[config.mk]
export PLATFORM = sky130hd
export DESIGN_NAME = mem_responder
export DESIGN_NICKNAME = d
export VERILOG_FILES = /design/src/rtl/mem_responder.sv
export SDC_FILE = /design/constraint.sdc
export NUM_CORES = 1
export LEC_CHECK = 0
export CAP_MARGIN = 20
export CORE_AREA = 2 2 219 221
export CTS_CLUSTER_DIAMETER = 60
export DETAILED_ROUTE_END_ITERATION = 6
export DIE_AREA = 0 0 221 223
export PLACE_DENSITY = 0.58
export RECOVER_POWER = 25
export SLEW_MARGIN = 20
export SYNTH_ARGS = -nofsm -noshare
export SYNTH_HDL_FRONTEND = slang
export SYNTH_SLANG_ARGS = --single-unit
[constraint.sdc]
create_clock -name clk -period 9.4 [get_ports clk]
set_input_delay 1.41 -clock clk [delete_from_list [all_inputs] [get_ports clk]]
set_output_delay 1.41 -clock clk [all_outputs]
set_load 0.1 [all_outputs]
[src/rtl/mem_responder.sv]
`default_nettype none
// ============================================================================
// Module      : mem_responder
// Description : 64x8 word store behind a 4-phase rd_req/wr_req handshake.
//               A request is latched in IDLE, optionally delayed by
//               WAIT_CYCLES wait states, and then completed on the edge that
//               enters ACK. ACK is held until both request lines drop.
//               Optional feature macro: MEM_WRITE_PROTECT_EN. When it is
//               defined, writes below PROT_LIMIT are refused and flagged
//               on err.
// Revision    : 1.0 - initial release
// ============================================================================
module mem_responder #(
    parameter int WAIT_CYCLES = 1,
    parameter int PROT_LIMIT  = 16
) (
    input  logic       clk,
    input  logic       rst_n,
    input  logic [5:0] adr,
    input  logic       rd_req,
    input  logic       wr_req,
    input  logic [7:0] data_in,
    output logic [7:0] data_out,
    output logic       ack,
    output logic       busy,
    output logic       err
);

    // State encoding
    localparam logic [1:0] c_idle = 2'd0;
    localparam logic [1:0] c_wait = 2'd1;
    localparam logic [1:0] c_ack  = 2'd2;

    localparam logic [2:0] c_wait_init  = 3'(WAIT_CYCLES);
    localparam bit         c_wait_zero  = (WAIT_CYCLES == 0);
    localparam logic [6:0] c_prot_limit = 7'(PROT_LIMIT);

`ifdef MEM_WRITE_PROTECT_EN
    localparam bit c_protect_en = 1'b1;
`else
    localparam bit c_protect_en = 1'b0;
`endif

    logic [7:0] r_mem [64];

    logic [1:0] r_state;
    logic [2:0] r_cnt;
    logic [5:0] r_adr;
    logic       r_wr;
    logic [7:0] r_data;
    logic [7:0] r_data_out;
    logic       r_ack;
    logic       r_busy;
    logic       r_err;

    logic       w_start;
    logic       w_illegal;
    logic       w_wait_done;
    logic       w_enter_ack;
    logic [5:0] w_acc_adr;
    logic       w_acc_wr;
    logic [7:0] w_acc_data;
    logic       w_prot;
    logic       w_mem_we;
    logic       w_mem_re;

    // Decode the access that completes on this edge. With zero wait states the
    // access completes on the sampling edge itself, so the live inputs are
    // used; otherwise the values latched in IDLE are used.
    always_comb begin
        w_start     = (r_state == c_idle) && (rd_req ^ wr_req);
        w_illegal   = (r_state == c_idle) && rd_req && wr_req;
        w_wait_done = (r_state == c_wait) && (r_cnt == 3'd1);
        w_enter_ack = (w_start && c_wait_zero) || w_wait_done;
        w_acc_adr   = w_start ? adr     : r_adr;
        w_acc_wr    = w_start ? wr_req  : r_wr;
        w_acc_data  = w_start ? data_in : r_data;
        w_prot      = c_protect_en && w_acc_wr && ({1'b0, w_acc_adr} < c_prot_limit);
        // Reset gating keeps a held request from writing while rst_n is low.
        w_mem_we    = rst_n && w_enter_ack && w_acc_wr && !w_prot;
        w_mem_re    = w_enter_ack && !w_acc_wr;
    end

    // Storage array; deliberately not reset so contents survive rst_n.
    always_ff @(posedge clk) begin
        if (w_mem_we) begin
            r_mem[w_acc_adr] <= w_acc_data;
        end
    end

    // Handshake FSM with registered ack/busy/err and read data register.
    always_ff @(posedge clk or negedge rst_n) begin
        if (!rst_n) begin
            r_state    <= c_idle;
            r_cnt      <= 3'd0;
            r_adr      <= 6'd0;
            r_wr       <= 1'b0;
            r_data     <= 8'h00;
            r_data_out <= 8'h00;
            r_ack      <= 1'b0;
            r_busy     <= 1'b0;
            r_err      <= 1'b0;
        end else begin
            r_err <= 1'b0;
            case (r_state)
                c_idle: begin
                    if (w_illegal) begin
                        r_err <= 1'b1;
                    end else if (w_start) begin
                        r_adr  <= adr;
                        r_wr   <= wr_req;
                        r_data <= data_in;
                        r_busy <= 1'b1;
                        if (c_wait_zero) begin
                            r_state <= c_ack;
                            r_ack   <= 1'b1;
                            r_cnt   <= 3'd0;
                            r_err   <= w_prot;
                        end else begin
                            r_state <= c_wait;
                            r_cnt   <= c_wait_init;
                        end
                    end
                end
                c_wait: begin
                    if (w_wait_done) begin
                        r_state <= c_ack;
                        r_ack   <= 1'b1;
                        r_cnt   <= 3'd0;
                        r_err   <= w_prot;
                    end else begin
                        r_cnt <= r_cnt - 3'd1;
                    end
                end
                c_ack: begin
                    if (!rd_req && !wr_req) begin
                        r_state <= c_idle;
                        r_ack   <= 1'b0;
                        r_busy  <= 1'b0;
                    end
                end
                default: begin
                    r_state <= c_idle;
                    r_ack   <= 1'b0;
                    r_busy  <= 1'b0;
                    r_cnt   <= 3'd0;
                end
            endcase
            if (w_mem_re) begin
                r_data_out <= r_mem[w_acc_adr];
            end
        end
    end

    assign data_out = r_data_out;
    assign ack      = r_ack;
    assign busy     = r_busy;
    assign err      = r_err;

endmodule
`default_nettype wire

==> results of run 1 <==
==> synth_stat cells, drive strengths merged, types with 7 or more instances <==
cell,number,share of area [%]
a21oi,7,0.17
and3,10,0.30
nor3,7,0.17
nor2,85,1.5
nand2,50,0.90
a221oi,40,1.7
nor3b,9,0.35
o21ai,29,0.70
a22o,41,1.7
a22oi,80,2.9
mux2i,102,4.9
clkbuf,36,0.65
dfrtp,31,3.7
o22ai,50,1.5
a31oi,56,1.7
buf,38,0.98
inv,8,0.14
nand3b,8,0.29
mux2,7,0.38
edfxtp,512,74
==> metal layers <==
metal	track usage, %	vias to the layer above	part of all wire (%)
met4	8.27	0	3.2
met5	0	-	0
met3	3.58	94	6.7
met2	33.6	552	46
met1	31.9	6013	44
li1	-	5110	-
==> state kept, by name (all words and copies together) (netlist names) <==
register and count:
r_data 8, data_out 8, r_adr 6, err 1, r_mem 512, ack 1
busy 1, r_wr 1, r_state 2, r_cnt 3
==> cell families after synthesis <==
logic type / share of synthesized area, %
adders and majority gates: 0.180
muxes: 5.32
and+or+nand+nor: 4.51
DFF: 77.5
AOI/OAI and AO/OA: 10.7
buffers and inverters: 1.78
==> stage by stage <==
stage	power (mW)	instances	util [%]	hold slack, ns
4_1_cts	7.63	1932	50.2	0.515
5_1_grt	7.89	1932	50.1	0.565
3_3_place_gp	5.40	1829	46.3	0.508
3_5_place_dp	5.41	1829	46.3	0.500
2_1_floorplan	4.54	1245	-	0.473
6_report	7.62	1932	50.1	0.501
==> path summary, 6_finish.rpt <==
check	startpoint	endpoint	slack, ns	cells past startpoint
setup reg to reg	r_state[0]$_DFFE_PN0P_	r_mem[31][6]$_DFFE_PP_	4.03	4
hold reg to reg	ack$_DFFE_PN0P_	ack$_DFFE_PN0P_	0.50	2
hold / removal	ack$_DFFE_PN0P_	ack$_DFFE_PN0P_	0.50	2
min in group asynchronous	rst_n	r_adr[1]$_DFFE_PN0P_	1.35	1
max in group asynchronous	rst_n	data_out[4]$_DFFE_PN0P_	6.92	1
setup / recovery	wr_req	r_mem[31][6]$_DFFE_PP_	2.83	7
==> power groups by stage <==
stage | sequential (mW) | combinational [mW] | clock [mW]
6_report | 3.27 | 2.11 | 2.24
5_1_grt | 3.29 | 2.24 | 2.37
4_1_cts | 3.21 | 2.15 | 2.27
3_5_place_dp | 3.26 | 2.15 | 0
3_3_place_gp | 3.26 | 2.13 | 0
2_1_floorplan | 3.37 | 1.18 | 0
==> critical path: stages <==
cell	delay (ns)
dlygate4sd3_1	0.58
inv_1	0.07
ha_1	0.31
nor3b_1	0.20
clkbuf_1	1.53
nand2_1	0.29
nand2_1	2.07
==> cell type report <==
type	instances	area (um2)
clock inverter	35	395
tap	615	769
inverter	8	30.0
fill	3838	23500
multi-input combinational	620	4400
sequential	543	16200
timing repair buffer	43	392
clock buffer	68	1470
==> results.toml, run 1 <==
[timing]
setup_violations = 0
relSlewSlack_pct = -92.8
hold_viol = 0
fin_skew_ns = 0.0172
fin_tns_setup_ns = 0
finalWorstSetupSlack_ns = 2.83
drv_slew = 525
tightest_slew_ns = 2.88
max_freq_mhz = 152
rsz0062_at_grt = "no"
final.min_clock_period_ns = 6.57
fin_crit_sh_pct = 69.9

[global_routing]
grt_pass1_vias = 11600
grt_pass1_wl_um = 79600
grtUsageTotal_pct = 22.0
grt_max_degree = 94
grt-ovfl-total = 0
antenna_found_initial = 0

[power]
ir_drop_mv = 0.447
combPwrFrac_pct = 27.7
p_per_area_mw_per_mm2 = 323
pwr-share-seq_pct = 43.0
swShare_pct = 34.0
p_sw_mw = 2.59
p_leak_nw = 7.44
clkPwrFrac_pct = 29.4
internal-power_mw = 5.03

[floorplan]
rows = 80
start_util_pct = 44.2
core_area_mm2 = 0.0471
die_w_um = 221
die_area_mm2 = 0.0493
num_io_pins = 29
die_y_um = 223

[final_layout]
area_growth_pct = 13.3
mostFrequentLayoutCells = "edfxtp_1 (512), mux2i_1 (97), nor2_1 (85), a22oi_1 (80), clkbuf_16 (57)"
diodes = 0
finish.instance_area_mm2 = 0.0236
drive_gt1_share_pct = 8.88
final_common_cell = "edfxtp_1"
fin_nets = 1292

[placed_design]
io_buffers = 28
dpl-instance-area_mm2 = 0.0218
dpl_worst_slack_ns = 3.35
place.gp.congestion = 0.831
dp_hpwl_um = 31100

[clock_network]
clk_latency_ns = 0.61
cts_resized = 0
clk_pin_slew_ns = 0.06
cts_tree = "built"
cts_root_buffer = "clkbuf_16"
cts_buffers = 55
htreeDepth = 2
ctsHoldBuffers = 0
clockBufferDepth = 3
clock_sinks = 543
post_cts_buffers = 0

[routing]
wl_um = 54300
drt_iter0_markers = 1449
drtPass1Iterations = 6
final_antenna_net_count = 0
drcViolationCount = 0
wl_per_cell_um = 28.1
avgViaCountPerCell = 6.09
num_vias = 11800

[outcome]
violations = "max-capacitance violations, max-slew violations"
status = "finished with violations"

[worst_setup_path]
crit_type = "in -> reg"
cp-start-kind = "primary input"
crit_required_ns = 9.40
cp-end-kind = "register"
crit_fanout = 64
worstPathArrival_ns = 6.57

[synthesis]
synth_area_mm2 = 0.0208
yosysSeqAreaShare_pct = 77.5
yosysWarningCount = 0
syn_nets = 1266
synth.avg_cell_area_um2 = 16.7
synthDistinctLibCells = 42
synth-async-reset-ratio_pct = 5.71
synth-edff-count = 512
synth-seq-cells = 543
syn_inst = 1245
synth_ff_type = "edfxtp_1"

[job]
drv_cap = 9

[worst_hold_path]
hp-class = "reg -> reg"
Power figures use the tool's default switching activity.
==> run 2: changes to the inputs <==
Settings changed: PLACE_DENSITY 0.58 to 0.6.
Clock period 9.4 ns to 5.7 ns, I/O delays scaled along.
==> run 2 against run 1 <==
  * The run still ends with max-capacitance violations, max-slew violations left
  * Cell count is 4.4% higher
  * Power is 64% higher
  * Critical path depth up 5
  * Sequential share of layout area fell by 1.7 points
  * Clock-buffer cell count rose by 8
  * Non-clock buffer count up 88
  * Combinational power rose by 70%
  * Clock power grew 60%
  * Clock skew rose by 0.0047 ns
==> results.toml, run 2 (synthesis results as in run 1) <==
[final_layout]
fin_nets = 1380
largest_register_ffs = 512
final_common_cell = "edfxtp_1"
regMostFlops = "r_mem"
diodes = 0
final_cells = 2017
mostFrequentLayoutCells = "edfxtp_1 (512), mux2i_1 (97), buf_4 (93), nor2_1 (85), a22oi_1 (80)"
area_growth_pct = 16.2
drive_gt1_share_pct = 14.1
fillers = 3865

[floorplan]
num_io_pins = 29
rows = 80
die_y_um = 223
start_util_pct = 44.2
die_w_um = 221
core_area_mm2 = 0.0471
die_area_mm2 = 0.0493

[timing]
rsz0062_at_grt = "no"
tightest_slew_ns = 2.02
drv_slew = 206
fin_crit_sh_pct = 78.0
relSlewSlack_pct = -34.5
fin_skew_ns = 0.0219
final.min_clock_period_ns = 4.44
fin_tns_setup_ns = 0
hold_viol = 0
max_freq_mhz = 225
whs_ns = 0.519
setup_violations = 0

[routing]
wl_um = 53400
final_antenna_net_count = 0
avgViaCountPerCell = 6.01
wl_per_cell_um = 26.5
drcViolationCount = 0
drtPass1Iterations = 5
num_vias = 12100
drt_iter0_markers = 1461

[placed_design]
io_buffers = 28
dp_hpwl_um = 33400
placed_cells = 1916
place.gp.congestion = 0.818

[global_routing]
grt-ovfl-total = 0
grt_pass1_wl_um = 78300
grt_pass1_vias = 11700
grt_max_degree = 65
antenna_found_initial = 2
grtUsageTotal_pct = 21.4

[power]
finalPower_mw = 12.5
ir_drop_mv = 0.674
p_per_area_mw_per_mm2 = 515
p_leak_nw = 7.85

[worst_setup_path]
crit_type = "in -> reg"
path_delay_family = "buffers and inverters"
crit_required_ns = 6.17
max_stage_delay_ns = 0.60
cp-start-kind = "primary input"
crit_path_frequent_cell = "buf_4"
path_cells = "dlygate4sd3_1 > inv_1 > ha_1 > nor3b_1 > buf_4 > mux2_2 > buf_4 > a221oi_1 > a31oi_1 > nor4_1 > buf_4 > a31oi_1"
worstPathArrival_ns = 4.91
crit_fanout = 23
cp-end-kind = "register"
critPathBufInv = 5
cpMaxStageDelayCell = "mux2_2"

[clock_network]
cts_tree = "built"
cts_buffers = 55
ctsHoldBuffers = 0
post_cts_buffers = 0
clk_latency_ns = 0.61
cts_resized = 0
cts_root_buffer = "clkbuf_16"
clk_pin_slew_ns = 0.06
clock_sinks = 543
htreeDepth = 2
clockBufferDepth = 3

[outcome]
status = "finished with violations"
violations = "max-capacitance violations, max-slew violations"

[job]
drv_cap = 5

[worst_hold_path]
hp-class = "reg -> reg"
## run 2: routing by layer
layer	GRT usage [%]	share of wire (%)	routed length, um
met5	0	0.024	13
met2	33.2	46	24400
met4	6.69	2.7	1460
met3	3.98	8.4	4480
met1	31.0	43	23100
## run 2: final timing paths
check                                       start                       to  slack [ns]  cells past startpoint
max                                        wr_req  data_out[1]$_DFFE_PN0P_        1.26                     12
min                               ack$_DFFE_PN0P_          ack$_DFFE_PN0P_        0.52                      2
max reg2reg                r_state[0]$_DFFE_PN0P_  data_out[1]$_DFFE_PN0P_        1.92                      9
min reg2reg                       ack$_DFFE_PN0P_          ack$_DFFE_PN0P_        0.52                      2
max in group asynchronous                   rst_n  data_out[5]$_DFFE_PN0P_        3.71                      1
min in group asynchronous                   rst_n          ack$_DFFE_PN0P_        0.82                      1
## run 2: per-stage QoR
| stage | cell area, um2 | utilization (%) | setup WS, ns |
|---|---|---|---|
| global route | 24200 | 51.4 | 1.00 |
| finish | 24200 | 51.4 | 1.26 |
| global placement | 22500 | 47.6 | 0.802 |
| CTS | 24200 | 51.4 | 1.41 |
| floorplan | 20800 | - | 2.06 |
| detailed placement | 22500 | 47.6 | 0.795 |
## run 2: worst min-delay path: stages, from the launching register on
cell     delay [ns]
dfrtp_1        0.36
nand2_1        0.05
o21ai_0        0.07
## run 2: final cells by class
| type | instances | area [um2] | area share [%] |
|---|---|---|---|
| Clock buffer | 76 | 1490 | 6.13 |
| Clock inverter | 24 | 302 | 1.25 |
| Inverter | 8 | 30.0 | 0.124 |
| Multi-Input combinational cell | 620 | 4400 | 18.2 |
| Sequential cell | 543 | 16200 | 66.7 |
| Tap cell | 615 | 769 | 3.18 |
| Timing Repair Buffer | 131 | 1080 | 4.47 |
## run 2: where the power goes
| group | switching (mW) | internal [mW] | leakage [nW] | total [mW] |
|---|---|---|---|---|
| clock network | 1.49 | 2.09 | 0.860 | 3.59 |
| logic | 2.55 | 1.03 | 2.04 | 3.59 |
| registers | 0.126 | 5.17 | 4.95 | 5.29 |
==> run 3: changes to the inputs <==
Clock period 5.7 ns to 4 ns, I/O delays scaled along.
==> run 3 against run 2 <==
  * Global-route usage shrank 0.15 points
  * Highest routed layer is now met4
  * Clock-buffer cell count shrank 9
  * Clock power grew 58%
  * Cell count grew 3.4%
  * Via count grew 0.51%
  * Flip-flop and latch count is the same
  * Setup slack lost 0.99 ns
  * Critical path depth grew 1
  * Worst hold slack gained 0.012 ns
  * Critical endpoint unchanged
  * Die area is the same
  * Largest cell class unchanged
  * The flow still finishes with violations (max-capacitance violations, max-slew violations)
  * First-iteration DRC count shrank 8.4%
==> results.toml, run 3 (synthesis results as in run 1) <==
[final_layout]
mostFrequentLayoutCells = "edfxtp_1 (512), buf_4 (138), mux2i_1 (97), nor2_1 (85), a22oi_1 (80)"
ff_latch_area_mm2 = 0.0162
fillers = 3733
multi_input_area_mm2 = 0.00442
final_common_cell = "edfxtp_1"
regMostFlops = "r_mem"
fin_nets = 1443
diodes = 0
area_growth_pct = 20.7
drive_gt1_share_pct = 19.3
largest_register_ffs = 512

[worst_setup_path]
cp-end-kind = "register"
path_delay_family = "buffers and inverters"
cpMaxStageDelayCell = "dlygate4sd3_1"
cp-start-kind = "primary input"
crit_fanout = 24
critPathBufInv = 5
crit_required_ns = 4.50
path_cells = "dlygate4sd3_1 > inv_1 > ha_1 > nor3b_4 > buf_4 > mux2_2 > buf_12 > buf_4 > a22o_1 > a221oi_1 > a31oi_1 > and4b_1 > a31oi_1"
crit_type = "in -> reg"
worstPathArrival_ns = 4.23
max_stage_delay_ns = 0.57

[routing]
num_vias = 12200
avgViaCountPerCell = 5.85
drt_iter0_markers = 1339
wl_um = 53000
wl_per_cell_um = 25.4
drcViolationCount = 0
final_antenna_net_count = 0
drtPass1Iterations = 5

[global_routing]
antenna_found_initial = 1
grt_pass1_vias = 11900
grt_pass1_wl_um = 78900
grt_max_degree = 65
grt-ovfl-total = 0
grtUsageTotal_pct = 21.3

[outcome]
status = "finished with violations"
violations = "max-capacitance violations, max-slew violations"

[floorplan]
die_w_um = 221
start_util_pct = 44.2
die_y_um = 223
rows = 80
die_area_mm2 = 0.0493
core_area_mm2 = 0.0471
num_io_pins = 29

[timing]
rsz0062_at_grt = "no"
fin_tns_setup_ns = 0
final.min_clock_period_ns = 3.73
max_freq_mhz = 268
fin_skew_ns = 0.0293
setup_violations = 0
fin_crit_sh_pct = 93.3
tightest_slew_ns = 1.98
drv_slew = 226
relSlewSlack_pct = -32.2
finalWorstSetupSlack_ns = 0.269
hold_viol = 0

[clock_network]
clk_pin_slew_ns = 0.06
ctsHoldBuffers = 0
cts_root_buffer = "clkbuf_16"
post_cts_buffers = 0
cts_buffers = 56
cts_resized = 0
clock_sinks = 543
clk_latency_ns = 0.62
clockBufferDepth = 3
cts_tree = "built"
htreeDepth = 2

[placed_design]
dpl_worst_slack_ns = -0.238
io_buffers = 28
dp_hpwl_um = 33300
place.gp.congestion = 0.877

[power]
ir_drop_mv = 0.908
p_leak_nw = 8.37
p_per_area_mw_per_mm2 = 746

[worst_hold_path]
hp-class = "reg -> reg"

[job]
drv_cap = 4
[run 3: stage by stage]
stage	util, %	hold slack (ns)	std cells	cell area (um2)	power [mW]
6_report	53.4	0.531	2085	25200	18.8
5_1_grt	53.4	0.579	2085	25200	19.5
4_1_cts	53.5	0.0264	2085	25200	18.9
3_5_place_dp	49.2	0.517	1979	23200	13.3
3_3_place_gp	49.2	0.510	1979	23200	13.2
2_1_floorplan	-	0.304	1245	20800	10.7
[run 3: final cells by class]
type                    count  area share (%)
clock buffers              67            5.85
flip-flops and latches    543            64.2
multi-input cells         620            17.6
well taps                 615            3.06
clock inverters            39            2.23
inverters                   8           0.119
repair buffers            193            6.94
[run 3: layer usage]
layer / up-vias / wire [um] / track usage (%)
li1: 5426 / - / -
met5: - / 0 / 0
met4: 0 / 1370 / 6.45
met2: 451 / 25300 / 34.3
met1: 6217 / 23100 / 30.1
met3: 100 / 3190 / 3.16
[run 3: report_power, final]
part	leakage, nW	internal, mW	total [mW]	switching [mW]
logic	2.43	1.89	5.53	3.65
registers	4.95	7.36	7.56	0.200
clock network	0.994	3.44	5.68	2.24
[run 3: worst reg2reg max path, stage by stage, from the launching register on]
cell	delay, ns
dfrtp_1	0.53
nor3b_4	0.44
buf_4	0.21
mux2_2	0.35
buf_12	0.17
buf_4	0.22
a22o_1	0.19
a221oi_1	0.36
a31oi_1	0.26
and4b_1	0.46
a31oi_1	0.12
[run 3: worst paths after layout]
check	startpoint	end	slack [ns]	cells past startpoint
max in group asynchronous	rst_n	data_out[0]$_DFFE_PN0P_	2.19	2
setup reg to reg	r_state[0]$_DFFE_PN0P_	data_out[1]$_DFFE_PN0P_	0.57	10
hold / removal	ack$_DFFE_PN0P_	ack$_DFFE_PN0P_	0.53	2
hold reg to reg	ack$_DFFE_PN0P_	ack$_DFFE_PN0P_	0.53	2
min in group asynchronous	rst_n	err$_DFF_PN0_	0.65	2
setup / recovery	wr_req	data_out[1]$_DFFE_PN0P_	0.27	13
